<file path="src/rtl/reg_write_arbiter_pkg.sv">
// Shared types and helpers for the round-robin register write arbiter.
// The package name is kept short because other shared-resource controllers import it.
package reg_arb_pkg;

  typedef enum logic [1:0] {
    IDLE,
    LOAD,
    CHECK
  } arb_state_e;

  // Index width for n requesters. Never zero, so a 1-requester build still has a legal vector.
  function automatic int unsigned idx_width(input int unsigned n);
    return (n > 1) ? $clog2(n) : 1;
  endfunction

  localparam int unsigned NUM_REQ_DEFAULT = 4;
  localparam int unsigned IDX_W           = idx_width(NUM_REQ_DEFAULT);

endpackage

</file>
<file path="src/rtl/reg_write_arbiter_if.sv">
// Requester and shared-register bus of the write arbiter.
// The master side is the requesters plus the external register; the slave side is the arbiter.
interface reg_write_arbiter_if
  import reg_arb_pkg::*;
#(
  parameter int unsigned NUM_REQ = 4,
  parameter int unsigned WIDTH   = 4
);

  localparam int unsigned IW = idx_width(NUM_REQ);

  logic [NUM_REQ-1:0]       req;
  logic [NUM_REQ*WIDTH-1:0] wdata;
  logic [NUM_REQ-1:0]       gnt;
  logic [IW-1:0]            gnt_id;
  logic                     reg_load;
  logic [WIDTH-1:0]         reg_d;
  logic [WIDTH-1:0]         reg_q;

  modport master (
    output req,
    output wdata,
    output reg_q,
    input  gnt,
    input  gnt_id,
    input  reg_load,
    input  reg_d
  );

  modport slave (
    input  req,
    input  wdata,
    input  reg_q,
    output gnt,
    output gnt_id,
    output reg_load,
    output reg_d
  );

endinterface

</file>
<file path="src/rtl/reg_write_arbiter_rr_picker.sv">
// Combinational round-robin first-set finder: returns the first set req bit at or above ptr,
// wrapping from n-1 to 0. It has no state, so any shared-resource controller can reuse it.
module rr_picker #(
  parameter int unsigned N  = 4,
  parameter int unsigned IW = 2
) (
  input  logic [N-1:0]  req,
  input  logic [IW-1:0] ptr,
  output logic          found,
  output logic [IW-1:0] idx
);

  int unsigned pos;

  // Scan from the farthest offset down to ptr, so the nearest set bit is the last one to win.
  always_comb begin
    found = |req;
    idx   = '0;
    pos   = 0;
    for (int off = int'(N) - 1; off >= 0; off--) begin
      pos = (int'(ptr) + off) % N;
      if (req[pos]) begin
        idx = IW'(pos);
      end
    end
  end

endmodule

</file>
<file path="src/rtl/reg_write_arbiter.sv">
// Round-robin write sequencer for one shared load-enabled register: arbitrate, load for one
// cycle, check the readback, then acknowledge the winner. Every output is registered.
module reg_write_arbiter
  import reg_arb_pkg::*;
#(
  parameter int unsigned NUM_REQ = 4,
  parameter int unsigned WIDTH   = 4,
  parameter int unsigned CNT_W   = 8
) (
  input  logic                 clk,
  input  logic                 rst_n,
  reg_write_arbiter_if.slave   bus,
  output logic                 busy,
  output logic                 err,
  output logic [CNT_W-1:0]     wr_count
);

  localparam int unsigned IW = idx_width(NUM_REQ);

  arb_state_e          state_q, state_d;
  logic                load_q, load_d;
  logic [WIDTH-1:0]    data_q, data_d;
  logic [NUM_REQ-1:0]  gnt_q, gnt_d;
  logic [IW-1:0]       id_q, id_d;
  logic [IW-1:0]       ptr_q, ptr_d;
  logic                busy_q, busy_d;
  logic                err_q, err_d;
  logic [CNT_W-1:0]    cnt_q, cnt_d;

  logic                found;
  logic [IW-1:0]       pick;

  rr_picker #(
    .N  (NUM_REQ),
    .IW (IW)
  ) u_picker (
    .req   (bus.req),
    .ptr   (ptr_q),
    .found (found),
    .idx   (pick)
  );

  // State register
  always_ff @(posedge clk) begin
    if (!rst_n) begin
      state_q <= IDLE;
    end else begin
      state_q <= state_d;
    end
  end

  // Next-state logic
  always_comb begin
    state_d = state_q;
    unique case (state_q)
      IDLE:    state_d = found ? LOAD : IDLE;
      LOAD:    state_d = CHECK;
      CHECK:   state_d = IDLE;
      default: state_d = IDLE;
    endcase
  end

  // Output logic: computes the values the output registers take at the next edge, so the
  // strobes line up with the state they belong to (load during LOAD, gnt during CHECK).
  always_comb begin
    load_d = 1'b0;
    gnt_d  = '0;
    data_d = data_q;
    id_d   = id_q;
    ptr_d  = ptr_q;
    err_d  = err_q;
    cnt_d  = cnt_q;
    busy_d = (state_d != IDLE);
    unique case (state_q)
      IDLE: begin
        if (found) begin
          id_d   = pick;
          data_d = bus.wdata[int'(pick)*WIDTH +: WIDTH];
          load_d = 1'b1;
        end
      end
      LOAD: begin
        gnt_d = NUM_REQ'(1) << id_q;
        ptr_d = (id_q == IW'(NUM_REQ - 1)) ? '0 : id_q + 1'b1;
        cnt_d = (&cnt_q) ? cnt_q : cnt_q + 1'b1;
      end
      CHECK: begin
        // The register captured at the end of LOAD, so q is valid for the whole CHECK cycle.
        if (bus.reg_q != data_q) begin
          err_d = 1'b1;
        end
      end
      default: ;
    endcase
  end

  always_ff @(posedge clk) begin
    if (!rst_n) begin
      load_q <= 1'b0;
      data_q <= '0;
      gnt_q  <= '0;
      id_q   <= '0;
      ptr_q  <= '0;
      busy_q <= 1'b0;
      err_q  <= 1'b0;
      cnt_q  <= '0;
    end else begin
      load_q <= load_d;
      data_q <= data_d;
      gnt_q  <= gnt_d;
      id_q   <= id_d;
      ptr_q  <= ptr_d;
      busy_q <= busy_d;
      err_q  <= err_d;
      cnt_q  <= cnt_d;
    end
  end

  assign bus.reg_load = load_q;
  assign bus.reg_d    = data_q;
  assign bus.gnt      = gnt_q;
  assign bus.gnt_id   = id_q;
  assign busy         = busy_q;
  assign err          = err_q;
  assign wr_count     = cnt_q;

endmodule

</file>
<file path="src/flat_wrapper.sv">
// flat-port wrapper written by rule: the top's interface ports become plain ports
module reg_write_arbiter_flat import reg_arb_pkg::*;
#(
  parameter int unsigned NUM_REQ = 4,
  parameter int unsigned WIDTH   = 4,
  parameter int unsigned CNT_W   = 8
)
  (clk, rst_n, busy, err, wr_count, bus_req, bus_wdata, bus_reg_q, bus_gnt, bus_gnt_id, bus_reg_load, bus_reg_d);
  reg_write_arbiter_if #(.NUM_REQ(NUM_REQ), .WIDTH(WIDTH)) bus_i ();
  input  logic clk;
  input  logic rst_n;
  output logic busy;
  output logic err;
  output logic [CNT_W-1:0] wr_count;
  input wire logic [$bits(bus_i.req)-1:0] bus_req;
  input wire logic [$bits(bus_i.wdata)-1:0] bus_wdata;
  input wire logic [$bits(bus_i.reg_q)-1:0] bus_reg_q;
  output wire logic [$bits(bus_i.gnt)-1:0] bus_gnt;
  output wire logic [$bits(bus_i.gnt_id)-1:0] bus_gnt_id;
  output wire logic [$bits(bus_i.reg_load)-1:0] bus_reg_load;
  output wire logic [$bits(bus_i.reg_d)-1:0] bus_reg_d;
  assign bus_i.req = bus_req;
  assign bus_i.wdata = bus_wdata;
  assign bus_i.reg_q = bus_reg_q;
  assign bus_gnt = bus_i.gnt;
  assign bus_gnt_id = bus_i.gnt_id;
  assign bus_reg_load = bus_i.reg_load;
  assign bus_reg_d = bus_i.reg_d;
  reg_write_arbiter #(.NUM_REQ(NUM_REQ), .WIDTH(WIDTH), .CNT_W(CNT_W)) u_core (.clk(clk), .rst_n(rst_n), .bus(bus_i), .busy(busy), .err(err), .wr_count(wr_count));
endmodule
</file>
<file path="config.mk">
export PLATFORM = sky130hd
export DESIGN_NAME = reg_write_arbiter_flat
export DESIGN_NICKNAME = d
export VERILOG_FILES = /design/src/rtl/reg_write_arbiter_pkg.sv /design/src/rtl/reg_write_arbiter_if.sv /design/src/rtl/reg_write_arbiter_rr_picker.sv /design/src/rtl/reg_write_arbiter.sv /design/src/flat_wrapper.sv
export SDC_FILE = /design/constraint.sdc
export NUM_CORES = 1
export LEC_CHECK = 0
export CAP_MARGIN = 10
export CORE_ASPECT_RATIO = 0.6
export CORE_MARGIN = 1.5
export CORE_UTILIZATION = 44
export CTS_BUF_LIST = sky130_fd_sc_hd__clkbuf_4
export DETAILED_ROUTE_END_ITERATION = 6
export GPL_TIMING_DRIVEN = 0
export PLACE_DENSITY = 0.82
export SLEW_MARGIN = 10
export SYNTH_ARGS = -nofsm -noshare
export SYNTH_HDL_FRONTEND = slang
export SYNTH_SLANG_ARGS = --single-unit
</file>
<file path="constraint.sdc">
create_clock -name clk -period 1.4 [get_ports clk]
set_input_delay 0.28 -clock clk [delete_from_list [all_inputs] [get_ports clk]]
set_output_delay 0.28 -clock clk [all_outputs]
set_load 0.01 [all_outputs]
</file>
# [Yosys cells after proc, flatten, opt, wreduce, memory -nomap -nowiden]
# Cells that the tools add are included.
[word_totals] reg_bits=25 inputBits=26 out_inout_bits=21 word_cells=50
[classes] n_addsub=5 order_cmp=4 eq_ne=4 n_shift=2 muxes=16 bitwise=1 n_reduce_logical=9
[ops] op="indexed part select 16 x 5 -> 4 bit" n=1
[ops] op="< comparator 2 x 3 -> 1 bit (second input constant)" n=4
[ops] op="2-to-1 mux 2 bit" n=5
[ops] op="AND reduction 2 bit" n=5
[ops] op="adder 8 x 1 -> 8 bit (second input constant)" n=1
[ops] op="binary-select mux 1 bit (select 2 bit)" n=4
[ops] op="AND reduction 8 bit" n=1
[ops] op="2-to-1 mux 1 bit" n=6
[ops] op="adder 2 x 1 -> 2 bit (second input constant)" n=2
[ops] op="adder 2 bit (second input constant)" n=2
[ops] op="== test 2 bit (second input constant)" n=2
[ops] op="!= test 4 bit" n=1
[ops] op="one-hot mux 2 bit (2 select lines)" n=1
[ops] op="OR reduction 4 bit" n=1
[ops] op="left shift 1 x 2 -> 4 bit (first input constant)" n=1
[ops] op="== test 2 x 1 -> 1 bit (second input constant)" n=1
[ops] op="logical NOT 2 bit" n=1
[ops] op="nonzero test 2 bit" n=1
[ops] op="inverter 1 bit" n=1

# [Depth between registers and ports, before layout]
# Gate-level depths: netlist of run 1.
[logic_depth] depth_word=8 depth_mapped=6 ltp_nobuf=6

# [Hierarchy]
# From an unflattened synthesis of run 1, not the netlist that was laid out.
[unflattened] hier_cells=126 hier_area_um2=1162.4
[by_module_without_submodules] mod="reg_write_arbiter" instances=1 cells_per_inst=113 area_per_inst_um2=1084.8 seq_area_each_um2=500.5
[by_module_without_submodules] mod="rr_picker" instances=1 cells_per_inst=13 area_per_inst_um2=77.6 seq_area_each_um2=0.0

# [Worst setup path after synthesis of run 1]
# Ideal clock, no wire load.
[synth_timing] path_type="register to register" from="register u_core.cnt_q[0] (netlist: u_core.wr_count[0])" to="register u_core.cnt_q[7] (netlist: u_core.wr_count[7])" setup_time_ns=0.128 arrival_time_ns=1.249 required_time_ns=1.272 setup_slack_ns=0.023 path_stages_with_launch=7 path_buffers=0 synth_period_minus_slack_ns=1.377 path_cell_list="dfxtp_1 -> ha_1 -> nand3_1 -> o211ai_1 -> nor2_1 -> xnor2_1 -> nor2_1"
[synth_via] elab_chain_len=3 elab_cells_between_ends=4 cone_classes="1 x add/sub; 1 x bitwise; 2 x reduce/logical"
[synth_rtl] element="from (decl)" line_no="reg_write_arbiter.sv:28" source="logic [CNT_W-1:0] cnt_q, cnt_d;"
[synth_rtl] element="from (signal assigned)" line_no="reg_write_arbiter.sv:115" source="cnt_q <= cnt_d;"
[synth_rtl] element="branches (longest 3 deep; another with adder 8 x 1 -> 8 bit)"
# Parallel ways; which one is timed is not known.
# A chain may end at the register's enable or synchronous reset.

# [Worst setup path in the final report of run 1]
[layout_timing] from="register u_core.state_q[0]" to="register u_core.cnt_q[5] (netlist: u_core.wr_count[5])"
[layout_via] elab_chain_len=2
[layout_rtl] element="from (decl)" line_no="reg_write_arbiter.sv:20" source="arb_state_e state_q, state_d;"
[layout_rtl] element="from (signal assigned)" line_no="reg_write_arbiter.sv:48" source="state_q <= state_d;"
[layout_rtl] element="== test 2 x 1 -> 1 bit" line_no="reg_write_arbiter.sv:74" source="unique case (state_q)"
[layout_rtl] element="AND reduction 2 bit (no line)"
# No other way between the ends.

==> metrics.csv, run 1 <==
metric;value;unit
post-route ant nets;0;
WP data arrival;1.74;ns
drt drc;0;
Worst Skew;0.00609;ns
antenna fix cells;0;
CTS Sinks;25;
Avg WL per Cell;17.5;µm
Synth area leaders;dfxtp_1, mux2i_1, xnor2_1;
Util after Layout;76.1;%
Startpoint Class;register;
io pins;47;
most common cell after layout, fill and taps aside;dlygate4sd2_1;
largest family of logic cells by synthesized area;simple AND/OR/NAND/NOR gates;
Layout Nets;214;
Yosys reg bits;25;
power density over the cells;855;nW/µm²
die height;42.3;µm
Worst setup EP type;register;
Mapped Nets;150;
Row Count;14;
Root Driver;clkbuf_4;
commonest cells after routing, fill and taps aside;dlygate4sd2_1, clkdlybuf4s50_1, nor2_1;
final hold vios;0;
Leak;0.795;nW
slack of the critical path;-0.0790;ns
Placer Congestion;0.747;
final setup violation count;6;
Syn Area/Cell;9.30;µm²
worst-path fanout max;7;
failing checks;negative setup slack;
outcome;finished, violations left;
synth warn;0;
fillers;171;
cts-stage hold buffer count;0;
via count;1166;
die area;2900;µm²
RSZ-0062 raised after global routing;yes;
post-synthesis mux area share;10.6;%
CTS tree;done;
Post-Synth Adder-Cell Area;2.21;%
worst setup path category;reg2reg;
global route overflow;0;
vias in the first global route;1109;
vias per cell;5.37;
Peak Freq;0.676;GHz
Unique masters post-synth;31;
GR peak layer;met2;
Synth top area share;44.1;%
met3 GRT Util;5.11;%
CTS max path bufs;2;
Die X;68.6;µm
Num CTS Buffers;3;
M2 GR Usage;36.3;%
Tot Pwr;1.61;mW
Hold WC Path Type;reg2reg;
measured slew at the worst slew-check pin;0.390;ns
Post-Place Worst Slack;-0.640;ns
Simple-Gate Fraction of Synth Area;20.2;%
Cells after Synth;122;
Post-Route WL;3.79;mm
pin count of the biggest net entering global routing;15;
Max Transition Viols Final;0;
met1 Track Usage GR;35.1;%
First DRT Iteration DRCs;71;
synthesized area;1130;µm²
DR pass1 iterations;4;
number of H-tree levels;1;
top cell type by total area after synthesis;dfxtp_1;
clock slew at reported path FFs;0.14;ns
complex-gate fraction of the synthesized area;12.1;%
VDD IR max;0.000646;V
synthesis-to-finish area growth;65.7;%
initial antenna violation count;0;
CP required;1.66;ns
crit path time final;1.48;ns
DP HPWL;2.33;mm
sequential area share after synthesis;44.1;%
Max Cap Violations;0;
layout cells sized above 1;30.3;%
slew margin rel.;73.9;%
Initial Utilization;45.9;%
post-synthesis xor/xnor area fraction;7.72;%
Final period util;106;%
gr usage total;24.6;%
first-pass GRT wire length;5.20;mm
Core Footprint;2470;µm²
Buffers on Ports;46;
clk_lat worst skew;0.33;ns
-- cells by family (layout without fill, tap and decap cells) --
kind of cell | after synthesis | count (layout)
XOR/XNOR | 10 | 10
buffers and inverters | 8 | 71
flip-flops | 25 | 25
multiplexers | 12 | 12
AO/OA/AOI/OAI | 18 | 18
adder cells (fa/ha/maj) | 2 | 2
AND/OR/NAND/NOR | 47 | 47
-- worst paths after layout --
path                                     start                              end  slack, ns  depth (start not counted)
hold / removal         u_core.err$_SDFFE_PN0P_          u_core.err$_SDFFE_PN0P_       0.51                          2
setup / recovery  u_core.state_q[0]$_SDFF_PN0_  u_core.wr_count[5]$_SDFFE_PN0P_      -0.08                          5
setup reg to reg  u_core.state_q[0]$_SDFF_PN0_  u_core.wr_count[5]$_SDFFE_PN0P_      -0.08                          5
hold reg to reg        u_core.err$_SDFFE_PN0P_          u_core.err$_SDFFE_PN0P_       0.51                          2
-- sequential cells by signal (all words and copies together), names as in the netlist --
signal / count
u_core.busy: 1
u_core.err: 1
u_core.bus.reg_d: 4
u_core.wr_count: 8
u_core.bus.gnt: 4
u_core.ptr_q: 2
u_core.bus.reg_load: 1
u_core.bus.gnt_id: 2
u_core.state_q: 2
-- per-stage QoR --
stage / std cells / TNS (ns) / cell area [µm²] / hold slack, ns
floorplan: 122 / 0 / 1130 / 0.428
global placement: 200 / -7.08 / 1640 / 0.453
detailed placement: 200 / -7.42 / 1640 / 0.475
CTS: 217 / -0.140 / 1790 / 0.501
global route: 217 / -0.761 / 1880 / 0.523
finish: 217 / -0.282 / 1880 / 0.511
-- critical path: stages, from the launching register on --
cell      delay (ns)
dfxtp_2         0.36
nor2b_1         0.15
buf_4           0.18
o211ai_1        0.19
or3_1           0.38
a21oi_2         0.16
-- synthesized netlist by cell type, drive strengths merged --
cell	number
a21oi	6
a2bb2oi	1
a31oi	1
and3	2
buf	2
clkbuf	1
dfxtp	25
ha	2
inv	5
mux2i	12
nand2	8
nand2b	1
nand3	6
nand3b	1
nand4	2
nor2	18
nor2b	1
nor3	4
nor3b	3
o211ai	1
o21a	1
o21ai	3
o221ai	4
o41ai	1
or3	1
xnor2	9
xor2	1
-- cell type report --
cell class	count	area, µm²	share of cell area (%)
clock buffer	3	22.5	1.20
buffer	2	12.5	0.665
clock inverter	1	5.00	0.266
multi-input combinational	89	706	37.5
sequential	25	533	28.3
tap	32	40.0	2.13
timing repair buffer	60	543	28.9
inverter	5	18.8	0.998
-- layer usage --
layer / up-vias / routed length (µm) / share of wire (%)
li1: 554 / - / -
met2: 48 / 1870 / 49
met1: 560 / 1640 / 43
met5: - / 0 / 0
met3: 4 / 231 / 6.1
met4: 0 / 46 / 1.2
-- power breakdown --
| group | switching (mW) | internal, mW | leakage (nW) |
|---|---|---|---|
| registers | 0.0474 | 0.759 | 0.212 |
| clock network | 0.219 | 0.107 | 0.0177 |
| logic | 0.220 | 0.256 | 0.565 |
| total | 0.486 | 1.12 | 0.795 |
-- repair_timing --
action | CTS | global route
endpoints found under the hold margin | 0 | 0
buffers inserted | 12 | 1
resized for setup | 51 | 26
endpoints found under the setup margin | 31 | 17
pin swaps | 12 | 7
cloned | 1 | 0
Power figures use the tool's default switching activity.
==> inputs of run 2 (changes only) <==
- SKIP_LAST_GASP: default -> 1
- clock period: 1.4 -> 1.6 ns (I/O delays scaled with it)
==> run 2 against run 1 <==
  * Critical endpoint is now u_core.wr_count[3]$_SDFFE_PN0P_
  * Setup slack improved by 0.096 ns
  * Combinational power decreased by 20%
  * Global-route usage decreased by 2.5 points
  * The flow now finishes without violations
  * Die area unchanged
==> metrics.csv, run 2 (synthesis results as in run 1) <==
metric;value;unit;change
outcome;complete, no violations;;
Avg WL per Cell;15.9;µm;-9.1%
cts-stage hold buffer count;0;;unchanged
worst-path fanout max;4;;-3
Worst Skew;0.00239;ns;-0.00369 ns
WP data arrival;1.80;ns;+0.06 ns
Max Transition Viols Final;0;;unchanged
die height;42.3;µm;unchanged
Sw Ratio;29.4;%;-0.84 points
max reg flops;8;;unchanged
global route overflow;0;;unchanged
DP HPWL;2.33;mm;unchanged
gr usage total;22.1;%;-2.5 points
Root Driver;clkbuf_4;;
post-route ant nets;0;;unchanged
via count;1113;;-4.5%
Num CTS Buffers;3;;unchanged
vias in the first global route;1020;;-8.0%
number of H-tree levels;1;;unchanged
io pins;47;;unchanged
initial antenna violation count;0;;unchanged
measured slew at the worst slew-check pin;0.499;ns;+0.109 ns
Final period util;98.9;%;-6.7 points
clock slew at reported path FFs;0.13;ns;about the same
Die X;68.6;µm;unchanged
Startpoint Class;register;;
Core Footprint;2470;µm²;unchanged
DR pass1 iterations;4;;unchanged
RSZ-0062 raised after global routing;yes;;
Worst R2R Start;u_core.wr_count[0]$_SDFFE_PN0P_;;
First DRT Iteration DRCs;92;;+30%
final setup violation count;0;;-6
most common cell after layout, fill and taps aside;clkdlybuf4s50_1;;
slack of the critical path;0.0173;ns;+0.0962 ns
clk_lat worst skew;0.32;ns;about the same
slew margin rel.;66.7;%;-7.2 points
switching pwr;0.402;mW;-17%
power share of the clock group;21.0;%;+0.7 points
setup_tns;0;ns;+0.282 ns
CTS max path bufs;2;;unchanged
drt drc;0;;unchanged
pin count of the biggest net entering global routing;15;;unchanged
Hold WC Path Type;in2reg;;
first-pass GRT wire length;4.66;mm;-10%
die area;2900;µm²;unchanged
CTS tree;done;;
vias per cell;5.30;;-1.4%
internal power;0.967;mW;-14%
Placer Congestion;0.747;;unchanged
layout cells sized above 1;16.3;%;-14 points
Buffers on Ports;46;;unchanged
worst setup path category;reg2reg;;
Layout Nets;207;;-3.3%
Initial Utilization;45.9;%;unchanged
Leak;0.818;nW;+2.9%
VDD IR max;0.000623;V;-3.6%
power density over the cells;777;nW/µm²;-9.2%
combinational power share;27.7;%;-1.9 points
synthesis-to-finish area growth;55.3;%;
Post-Route WL;3.33;mm;-12%
sequential share of power;51.3;%;+1.2 points
Post-Place Worst Slack;-0.480;ns;+0.160 ns
HP Start;bus_req[2];;
antenna fix cells;0;;unchanged
Peak Freq;0.632;GHz;-6.6%
Critical Path Source;u_core.wr_count[0]$_SDFFE_PN0P_;;
Worst setup EP type;register;;
crit path time final;1.58;ns;+0.104 ns
CP required;1.82;ns;+0.16 ns
final hold vios;0;;unchanged
Max Cap Violations;0;;unchanged
Tot Pwr;1.37;mW;-15%
commonest cells after routing, fill and taps aside;clkdlybuf4s50_1, nor2_1, dfxtp_1;;
CTS Sinks;25;;unchanged
Row Count;14;;unchanged
## run 2: cell count changes in the layout (fill, tap and decap cells not counted), sizes merged
cell           change
buf                -7
clkdlybuf4s15      -1
clkdlybuf4s50     +11
dlygate4sd2       -20
dlymetal6s2s      +10
## run 2: critical path, stage by stage (launching register included)
cell and delay [ns]:
dfxtp_2 0.39, ha_1 0.19, nand3_1 0.13, o211ai_1 0.41
buf_4 0.19, xnor2_1 0.11, nor2_1 0.05
## run 2: per-layer routing
| metal | GRT usage, % | vias up | routed length [µm] |
|---|---|---|---|
| met2 | 33.5 | 31 | 1590 |
| met4 | 5.20 | 0 | 31 |
| met1 | 31.6 | 538 | 1540 |
| met5 | 0 | - | 0 |
| li1 | - | 540 | - |
| met3 | 5.38 | 4 | 172 |
## run 2: worst paths after layout
path,end,slack [ns],cells after the start
setup / recovery,u_core.wr_count[3]$_SDFFE_PN0P_,0.02,6
hold / removal,u_core.bus.reg_load$_SDFF_PN0_,0.52,3
hold reg to reg,u_core.wr_count[1]$_SDFFE_PN0P_,0.52,2
setup reg to reg,u_core.wr_count[3]$_SDFFE_PN0P_,0.02,6
## run 2: power groups by stage
stage / Clock, mW / Sequential, mW / Combinational (mW)
finish: 0.287 / 0.702 / 0.380
global route: 0.319 / 0.706 / 0.401
CTS: 0.287 / 0.707 / 0.356
detailed placement: 0 / 0.719 / 0.350
global placement: 0 / 0.718 / 0.340
floorplan: 0 / 0.729 / 0.161
## run 2: cell type report
cell class                      count  area [µm²]
Inverter                            5        18.8
Tap cell                           32        40.0
Buffer                              3        16.3
Timing Repair Buffer               52         523
Multi-Input combinational cell     89         614
Clock inverter                      1        5.00
Fill cell                         186         707
Clock buffer                        3        22.5
Sequential cell                    25         523
## run 2: per-stage QoR
stage | cell area [µm²] | hold slack (ns) | utilization [%] | std cells
after floorplan | 1130 | 0.468 | - | 122
after global placement | 1640 | 0.453 | 66.2 | 200
after detailed placement | 1640 | 0.475 | 66.2 | 200
after CTS | 1680 | 0.506 | 68.1 | 206
after global routing | 1760 | 0.533 | 71.4 | 210
final | 1760 | 0.517 | 71.4 | 210
## run 2: what timing repair did
item | 4_1_cts | 5_1_grt
pin swaps | 1 | 1
cloned | 0 | 1
resized for setup | 11 | 22
hold endpoints to repair | 0 | 0
endpoints found under the setup margin | 16 | 17
setup buffers | 2 | 3
==> inputs of run 3 (changes only) <==
- CAP_MARGIN: 10 -> 20
==> results of run 3 <==
Final layout, timing and power as in run 2 (identical DEF).
